--- src/rtl/dropout_pkg.sv ---
`default_nettype none
// ============================================================================
// Module   : dropout_pkg
// Brief    : Shared types and constants for the dropout mask controller.
// Revision : 1.0 - initial release
// ============================================================================
package dropout_pkg;

    localparam int c_RW = 16;

    // Fibonacci taps for x^16 + x^14 + x^13 + x^11 + 1 (maximal length)
    localparam int c_TAP_A = 15;
    localparam int c_TAP_B = 13;
    localparam int c_TAP_C = 12;
    localparam int c_TAP_D = 10;

    localparam logic [c_RW-1:0] c_LANE_SEED = 16'h9E37;
    localparam logic [c_RW-1:0] c_ZERO_SEED = 16'hACE1;

    typedef enum logic [2:0] {
        ST_IDLE  = 3'd0,
        ST_SEED  = 3'd1,
        ST_RUN   = 3'd2,
        ST_DRAIN = 3'd3,
        ST_DONE  = 3'd4
    } state_t;

    // An all-zero LFSR would lock up, so a zero lane seed is substituted.
    function automatic logic [c_RW-1:0] lane_seed(input logic [c_RW-1:0] seed,
                                                  input int          lane);
        logic [c_RW-1:0] w_val;
        w_val = seed ^ 16'(32'(c_LANE_SEED) * 32'(lane));
        return (w_val == '0) ? c_ZERO_SEED : w_val;
    endfunction

endpackage
`default_nettype wire

--- src/rtl/dropout_lfsr16.sv ---
`default_nettype none
// ============================================================================
// Module   : dropout_lfsr16
// Brief    : 16-bit Fibonacci LFSR with synchronous load and step enable.
// Revision : 1.0 - initial release
// ============================================================================
module dropout_lfsr16
    import dropout_pkg::*;
(
    input  logic            clk,
    input  logic            reset,
    input  logic            load,
    input  logic [c_RW-1:0] load_val,
    input  logic            step,
    output logic [c_RW-1:0] value
);

    logic [c_RW-1:0] r_lfsr;
    logic            w_fb;

    assign w_fb = r_lfsr[c_TAP_A] ^ r_lfsr[c_TAP_B] ^ r_lfsr[c_TAP_C] ^ r_lfsr[c_TAP_D];

    always_ff @(posedge clk or posedge reset) begin
        if (reset) begin
            r_lfsr <= '0;
        end else if (load) begin
            r_lfsr <= load_val;
        end else if (step) begin
            r_lfsr <= {r_lfsr[c_RW-2:0], w_fb};
        end
    end

    assign value = r_lfsr;

endmodule
`default_nettype wire

--- src/rtl/dropout_mask_ctrl.sv ---
`default_nettype none
// ============================================================================
// Module   : dropout_mask_ctrl
// Brief    : Layer-pass sequencer applying per-lane LFSR dropout masks.
// Revision : 1.0 - initial release
// ============================================================================
module dropout_mask_ctrl
    import dropout_pkg::*;
#(
    parameter int N     = 8,
    parameter int DW    = 8,
    parameter int RW    = 16,
    parameter int CNT_W = 16
) (
    input  logic             clk,
    input  logic             reset,
    input  logic             start,
    input  logic             train_mode,
    input  logic [31:0]      cfg_seed,
    input  logic [RW-1:0]    cfg_threshold,
    input  logic [CNT_W-1:0] cfg_count,
    output logic             busy,
    output logic             done,
    input  logic             s_valid,
    output logic             s_ready,
    input  logic [N*DW-1:0]  s_data,
    output logic             m_valid,
    input  logic             m_ready,
    output logic [N*DW-1:0]  m_data,
    output logic [N-1:0]     m_mask,
    output logic [CNT_W-1:0] vec_idx
);

    state_t           r_state;
    state_t           w_state_nxt;
    logic             r_train;
    logic [RW-1:0]    r_thresh;
    logic [CNT_W-1:0] r_count;
    logic [CNT_W-1:0] r_acc;
    logic [c_RW-1:0]  r_seed;

    logic             w_accept;
    logic             w_last;
    logic             w_seed_load;
    logic [c_RW-1:0]  w_lfsr [N];
    logic [N-1:0]     w_mask;
    logic [N*DW-1:0]  w_data;
    logic             w_unused_seed_hi;

    // Only the low half of the seed feeds the 16-bit lanes.
    assign w_unused_seed_hi = ^cfg_seed[31:16];

    assign w_seed_load = (r_state == ST_SEED);
    assign w_accept    = s_valid && s_ready;
    assign w_last      = ((r_acc + CNT_W'(1)) == r_count);

    generate
        for (genvar i = 0; i < N; i++) begin : g_lane
            logic [c_RW-1:0] w_lane_seed;

            assign w_lane_seed = lane_seed(r_seed, i);

            dropout_lfsr16 u_lfsr (
                .clk      (clk),
                .reset    (reset),
                .load     (w_seed_load),
                .load_val (w_lane_seed),
                .step     (w_accept),
                .value    (w_lfsr[i])
            );

            assign w_mask[i]            = r_train && (w_lfsr[i] <= r_thresh);
            assign w_data[i*DW +: DW]   = w_mask[i] ? '0 : s_data[i*DW +: DW];
        end
    endgenerate

    always_ff @(posedge clk or posedge reset) begin
        if (reset) begin
            r_state <= ST_IDLE;
        end else begin
            r_state <= w_state_nxt;
        end
    end

    always_comb begin
        w_state_nxt = r_state;
        s_ready     = 1'b0;
        done        = 1'b0;
        busy        = (r_state != ST_IDLE);
        case (r_state)
            ST_IDLE: begin
                if (start) begin
                    w_state_nxt = ST_SEED;
                end
            end
            ST_SEED: begin
                w_state_nxt = (r_count == '0) ? ST_DONE : ST_RUN;
            end
            ST_RUN: begin
                s_ready = !m_valid || m_ready;
                if (s_valid && s_ready && w_last) begin
                    w_state_nxt = ST_DRAIN;
                end
            end
            ST_DRAIN: begin
                if (!m_valid) begin
                    w_state_nxt = ST_DONE;
                end
            end
            ST_DONE: begin
                done        = 1'b1;
                w_state_nxt = ST_IDLE;
            end
            default: begin
                w_state_nxt = ST_IDLE;
            end
        endcase
    end

    always_ff @(posedge clk or posedge reset) begin
        if (reset) begin
            r_train  <= 1'b0;
            r_thresh <= '0;
            r_count  <= '0;
            r_seed   <= '0;
            r_acc    <= '0;
            m_valid  <= 1'b0;
            m_data   <= '0;
            m_mask   <= '0;
            vec_idx  <= '0;
        end else begin
            if ((r_state == ST_IDLE) && start) begin
                r_train  <= train_mode;
                r_thresh <= cfg_threshold;
                r_count  <= cfg_count;
                r_seed   <= cfg_seed[c_RW-1:0];
                r_acc    <= '0;
            end
            // Output register holds its contents until a new vector is accepted.
            if (w_accept) begin
                m_valid <= 1'b1;
                m_data  <= w_data;
                m_mask  <= w_mask;
                vec_idx <= r_acc;
                r_acc   <= r_acc + CNT_W'(1);
            end else if (m_ready) begin
                m_valid <= 1'b0;
            end
        end
    end

endmodule
`default_nettype wire

--- config.mk ---
export PLATFORM = sky130hd
export DESIGN_NAME = dropout_mask_ctrl
export DESIGN_NICKNAME = d
export VERILOG_FILES = /design/src/rtl/dropout_pkg.sv /design/src/rtl/dropout_lfsr16.sv /design/src/rtl/dropout_mask_ctrl.sv
export SDC_FILE = /design/constraint.sdc
export NUM_CORES = 1
export LEC_CHECK = 0
export BUFFER_PORTS_ARGS = -buffer_cell sky130_fd_sc_hd__buf_2
export CORE_ASPECT_RATIO = 1.75
export CORE_MARGIN = 2
export CORE_UTILIZATION = 35
export CTS_CLUSTER_SIZE = 24
export DETAILED_ROUTE_END_ITERATION = 10
export PLACE_DENSITY_LB_ADDON = 0.1
export RECOVER_POWER = 100
export REMOVE_ABC_BUFFERS = 1
export SLEW_MARGIN = 15
export SYNTH_ARGS = -nofsm -noshare
export SYNTH_HDL_FRONTEND = slang
export SYNTH_SLANG_ARGS = --single-unit
--- constraint.sdc ---
create_clock -name clk -period 26.1 [get_ports clk]
set_input_delay 5.22 -clock clk [delete_from_list [all_inputs] [get_ports clk]]
set_output_delay 5.22 -clock clk [all_outputs]
set_load 0.01 [all_outputs]
==> impl_metrics.json, run 1 <==
{
  "max-vdd-ir-drop_mv": 0.06584,
  "hold_path_class": "flop to flop",
  "post_cts.resized_instances": 0,
  "total_count_of_max_transition_violations_in_the_final_report": 563,
  "cap_violations": 7,
  "maxSlewHeadroom_pct": -420.3,
  "timing.setup.critical_path_class": "input port to flop",
  "fin_hold_ws_ps": 476.6,
  "grt_max_degree": 171,
  "route.final.wire_length_microns": 49580,
  "die-height_microns": 283.2,
  "static-leakage-power_nw": 8.158,
  "grt_first_pass_wirelength_microns": 77240,
  "clk_root_buffer_cell": "clkbuf_16",
  "post_route_cells_drive_above_1_share_pct": 10.19,
  "post-route-period-util_pct": 54.16,
  "most_used_cell_cp": "clkbuf_1",
  "synth.largest_area_cell": "dfrtp_1",
  "ffs_latches_synth": 285,
  "critical_path_arrival_ps": 14500,
  "yosys.cell_count.top_type": "nand2_1",
  "die_w_microns": 163.5,
  "outcome": "finished, violations left",
  "number_of_rows_in_the_core_area": 102,
  "synthDistinctLibCells": 58,
  "maxClockFrequency_mhz": 70.75,
  "cts.htree.levels": 1,
  "synthesis.area_sq_um": 15590,
  "fp.coreArea_sq_um": 44160,
  "syn_to_layout_area_delta_pct": 14.94,
  "synth_edf_count": 0,
  "failed_checks": "max-capacitance violations, max-slew violations",
  "wl_per_cell_microns": 20.03,
  "initial_core_util_pct": 35.30,
  "power_per_cell_area_nw_per_um2": 137.8,
  "grt_remaining_overflow": 0,
  "num_antenna_cells": 0,
  "synth_cells": 1725,
  "setup_viol_count_final": 0,
  "first_pass_detailed_route_iteration_total": 5,
  "timing.critical_path.buf_inv": 2,
  "holdBufCountCts": 0,
  "synth.yosys.seq_area_share_pct": 45.75,
  "finalCriticalPeriod_ps": 14130,
  "drcViolationCount": 0,
  "worstPathCellList": "clkbuf_1 > nor2b_1 > nor3_1 > nand2_1 > clkbuf_1 > a21oi_1 > o31ai_1 > o21ai_0",
  "path_delay_family": "buffers and inverters",
  "final_net_count": 2145,
  "cts_buffers": 29,
  "ys.warnings.count": 0,
  "cts.reportedPaths.clkPinSlew_ps": 70,
  "worst_setup_path_start_kind": "input port",
  "worstSetupEndpointType": "flop",
  "ctsLongestPathBuffers": 3,
  "cts_sinks": 285,
  "synth_flop_cell": "dfrtp_1",
  "detailed_place_hpwl_microns": 34370,
  "route.vias.total": 13240,
  "yosys.area.top_type_share_pct": 45.75,
  "gp_congestion": 0.8145,
  "worst-endpoint-required_ps": 26460,
  "ant_nets": 0,
  "post-cts-setup-buffers": 0,
  "worst_path_largest_cell_delay_ps": 5580,
  "netlist_top_cells_count": "433 x nand2_1, 285 x dfrtp_1, 141 x nor2_1, 129 x ha_1, 69 x a31oi_1",
  "cts_tree": "done",
  "antenna_found_initial": 0,
  "fp.dieArea_sq_um": 46310,
  "avgSynthCellArea_sq_um": 9.037,
  "top_cells_by_area_synth": "dfrtp_1 46%, nand2_1 10%, ha_1 10%",
  "boundaryPins": 226,
  "number_of_i_o_port_buffers": 209,
  "drt-vias-per-instance": 5.349,
  "grt_pass1_vias": 13470,
  "critical-path-slowest-cell": "clkbuf_1",
  "reg2reg_slack_ps": 16170,
  "worst_clock_skew_ps": 8.372,
  "postSynth.asyncResetShare_pct": 100.0,
  "rsz_0062_raised_after_global_routing": "false",
  "timing_hold_violations_final": 0,
  "path_max_fanout": 169,
  "worst_skew_pair.late_latency_ps": 570,
  "fin_tns_setup_ps": 0,
  "initialDrtViolationCount": 648,
  "worst_slew_pin_slew_ps": 7805,
  "gr-usage-all-layers_pct": 21.38
}
## layer usage
metal,vias to the layer above,share of wire (%),track usage (%)
met3,109,4.0,1.962
met1,6368,39,24.42
met2,347,52,39.06
met5,-,0,0
li1,6415,-,-
met4,0,5.5,10.94
## where the power goes
part | internal (mW) | total [mW] | switching [mW]
Sequential | 0.654 | 0.850 | 0.196
Clock | 0.257 | 0.443 | 0.186
Combinational | 0.491 | 1.18 | 0.685
Total | 1.40 | 2.47 | 1.07
## worst paths after layout
check	startpoint	end	cells after the start
setup / recovery	m_ready	m_data[53]	8
hold / removal	vec_idx[1]	vec_idx[1]	2
setup reg to reg	r_state[2]	m_data[53]	7
hold reg to reg	vec_idx[1]	vec_idx[1]	2
max in group asynchronous	reset	r_thresh[11]	2
min in group asynchronous	reset	m_data[13]	2
## kinds of logic after synthesis
logic type                 count (synthesis)  share of synthesized area (%)
AOI/OAI and AO/OA                        320                          13.97
xor gates and xnor gates                  50                          2.809
adders and majority gates                129                          10.35
buffers and inverters                    146                          3.716
DFF                                      285                          45.75
and+or+nand+nor                          795                          23.40
## layout by cell type, fill, tap and decap left out, types with 5 or more instances in the layout
master	count
nand2b_1	6
buf_4	5
a211o_1	6
dfrtp_1	285
nor4_1	68
ha_1	129
a32oi_1	60
and2_1	14
o21a_1	19
o21ai_0	65
clkbuf_16	29
buf_2	115
clkbuf_8	5
o31ai_1	5
a22o_1	9
a31oi_1	69
nand4_1	28
nor4_4	5
clkbuf_1	101
inv_1	53
o22ai_1	6
clkinv_2	7
nor2_1	141
a21o_1	21
o221ai_1	5
a21oi_1	33
a211oi_1	8
and3_1	8
xor2_1	9
nand3_1	25
nor2b_1	14
xnor2_1	41
nor3_2	5
nand2_1	434
nor3_1	16
## through the flow
stage                     setup slack (ps)  instances  power (mW)  instance area [sq um]  util, %
after floorplan                      13020       1633       1.655                  15210        -
after detailed placement             14930       2423       2.036                  17110    38.74
after global routing                 10970       2475       2.697                  17920    40.58
final                                11970       2475       2.469                  17920    40.58
after global placement               14910       2423       1.998                  17110    38.74
after CTS                            14930       2475       2.495                  18090    40.98
## registers in the layout, indices dropped and copies added (netlist names)
| signal | count |
|---|---|
| m_valid | 1 |
| r_seed | 16 |
| m_data | 64 |
| r_count | 16 |
| r_state | 3 |
| r_acc | 16 |
| r_train | 1 |
| r_thresh | 16 |
| vec_idx | 16 |
| g_lane.u_lfsr.value | 128 |
| m_mask | 8 |
## final cells by class
cell class,count,area [sq um]
inverter,54,203.9
multi-input combinational,1294,7883
timing repair buffer,218,997.2
sequential,285,7132
tap,572,715.7
clock inverter,14,177.7
fill,4571,26240
clock buffer,38,809.5
## tightest hold or removal path: stages (launching register included)
cell,delay [ps]
dfrtp_1,340
nand2_1,50
nand2_1,50
Note: power is estimated with default switching activity, not from simulation.
==> run 2, diff against run 1 <==
==> constraint.sdc (replaced) <==
create_clock -name clk -period 11.5 [get_ports clk]
set_input_delay 2.3 -clock clk [delete_from_list [all_inputs] [get_ports clk]]
set_output_delay 2.3 -clock clk [all_outputs]
set_load 0.01 [all_outputs]
==> impl_metrics.json, run 2 (synthesized netlist as in run 1, its figures left out) <==
{
  "outcome": "finished, violations left",
  "failed_checks": "max-capacitance violations, max-slew violations",
  "number_of_rows_in_the_core_area": 102,
  "boundaryPins": 226,
  "critical-path-slowest-cell": "and2_0",
  "max-vdd-ir-drop_mv": 0.1453,
  "maxSlewHeadroom_pct": -155.5,
  "cts_tree": "done",
  "route.vias.total": 13300,
  "fin_hold_ws_ps": 476.5,
  "cts_sinks": 285,
  "met1Wirelength_microns": 19270,
  "routed-wl-met2_microns": 26500,
  "post-route-period-util_pct": 64.44,
  "initial_core_util_pct": 35.30,
  "setup_viol_count_final": 0,
  "clk_root_buffer_cell": "clkbuf_16",
  "fin_tns_setup_ps": 0,
  "worst_setup_path_start_kind": "input port",
  "worst_skew_pair.late_latency_ps": 580,
  "post_cts.resized_instances": 0,
  "cts.reportedPaths.clkPinSlew_ps": 60,
  "worst_path_largest_cell_delay_ps": 1930,
  "route.final.wire_length_microns": 49870,
  "grt_remaining_overflow": 0,
  "largest_register_ff_count": 128,
  "gp_congestion": 0.8437,
  "post-cts-setup-buffers": 0,
  "finalCriticalPeriod_ps": 7410,
  "drt-vias-per-instance": 5.359,
  "total_count_of_max_transition_violations_in_the_final_report": 421,
  "cap_violations": 10,
  "die-height_microns": 283.2,
  "fp.dieArea_sq_um": 46310,
  "grt_max_degree": 85,
  "most_used_cell_cp": "nor4_1",
  "post_route_cells_drive_above_1_share_pct": 10.01,
  "fp.coreArea_sq_um": 44160,
  "antenna_found_initial": 0,
  "static-leakage-power_nw": 8.158,
  "worstSetupEndpointType": "flop",
  "dr.max_layer_used": "met4",
  "worst-endpoint-required_ps": 11880,
  "path_max_fanout": 45,
  "first_pass_detailed_route_iteration_total": 7,
  "fillCellCount": 4556,
  "mostFrequentLayoutCell": "nand2_1",
  "detailed_place_hpwl_microns": 35000,
  "maxClockFrequency_mhz": 135.0,
  "ctsLongestPathBuffers": 3,
  "initialDrtViolationCount": 858,
  "totalPowerFinal_mw": 5.525,
  "timing.setup.critical_path_class": "input port to flop",
  "cts.htree.levels": 1,
  "wl_per_cell_microns": 20.09,
  "ant_nets": 0,
  "power_per_cell_area_nw_per_um2": 308.8,
  "die_w_microns": 163.5,
  "met3RoutedLength_microns": 1857,
  "worst_slew_pin_slew_ps": 3832,
  "hold_path_class": "flop to flop",
  "grt_first_pass_wirelength_microns": 77690,
  "number_of_i_o_port_buffers": 209,
  "rsz_0062_raised_after_global_routing": "false",
  "worstPathCellList": "clkbuf_1 > nor2b_1 > nor3_1 > and2_0 > nand2_1 > nor4_1 > nor4_1",
  "syn_to_layout_area_delta_pct": 14.77,
  "worst_clock_skew_ps": 19.61,
  "gr-usage-all-layers_pct": 21.50,
  "mostFrequentLayoutCells": "434 x nand2_1, 285 x dfrtp_1, 141 x nor2_1",
  "timing_hold_violations_final": 0,
  "critical_path_arrival_ps": 7790,
  "grt_pass1_vias": 13240,
  "drcViolationCount": 0,
  "holdBufCountCts": 0,
  "final_net_count": 2150,
  "cts_buffers": 30
}
[run 2: worst max-delay path: cells and delay by family]
kind | cells | cell delay (ps)
buf+inv | 1 | 100
simple gates | 6 | 5330
[run 2: final timing paths]
check / slack, ps / cells after the start / end / start
setup / recovery: 4090 / 7 / m_data[18] / m_ready
hold / removal: 480 / 2 / vec_idx[3] / vec_idx[3]
setup reg to reg: 5320 / 6 / m_data[18] / r_state[2]
hold reg to reg: 480 / 2 / vec_idx[3] / vec_idx[3]
max in group asynchronous: 5380 / 3 / m_mask[3] / reset
min in group asynchronous: 2830 / 2 / m_data[8] / reset
[run 2: through the flow]
step | worst slack [ps] | utilization, % | cell area (sq um) | std cells
final | 4090 | 40.52 | 17890 | 2482
after global routing | 3461 | 40.51 | 17890 | 2481
after CTS | 6172 | 40.91 | 18060 | 2480
after detailed placement | 5888 | 38.73 | 17100 | 2426
after global placement | 5878 | 38.73 | 17100 | 2426
after floorplan | 1336 | - | 15210 | 1633
[run 2: final cells by class]
cell class	count	area [sq um]	area share, %
clock buffer	46	912.1	5.098
timing repair buffer	222	1023	5.721
clock inverter	8	47.55	0.2658
sequential	285	7132	39.86
tap	572	715.7	4.000
multi-input combinational	1294	7854	43.90
antenna	1	2.502	0.01399
inverter	54	203.9	1.140
[run 2: report_power, final]
group | internal (mW) | switching, mW | leakage, nW | total (mW)
Combinational | 1.07 | 1.56 | 4.29 | 2.63
Clock | 0.542 | 0.425 | 0.468 | 0.967
Sequential | 1.48 | 0.444 | 3.40 | 1.93
[run 2: per-layer routing]
metal / track usage (%) / vias up
li1: - / 6426
met1: 24.89 / 6435
met2: 39.86 / 347
met3: 1.903 / 92
met4: 9.035 / 0
met5: 0 / -
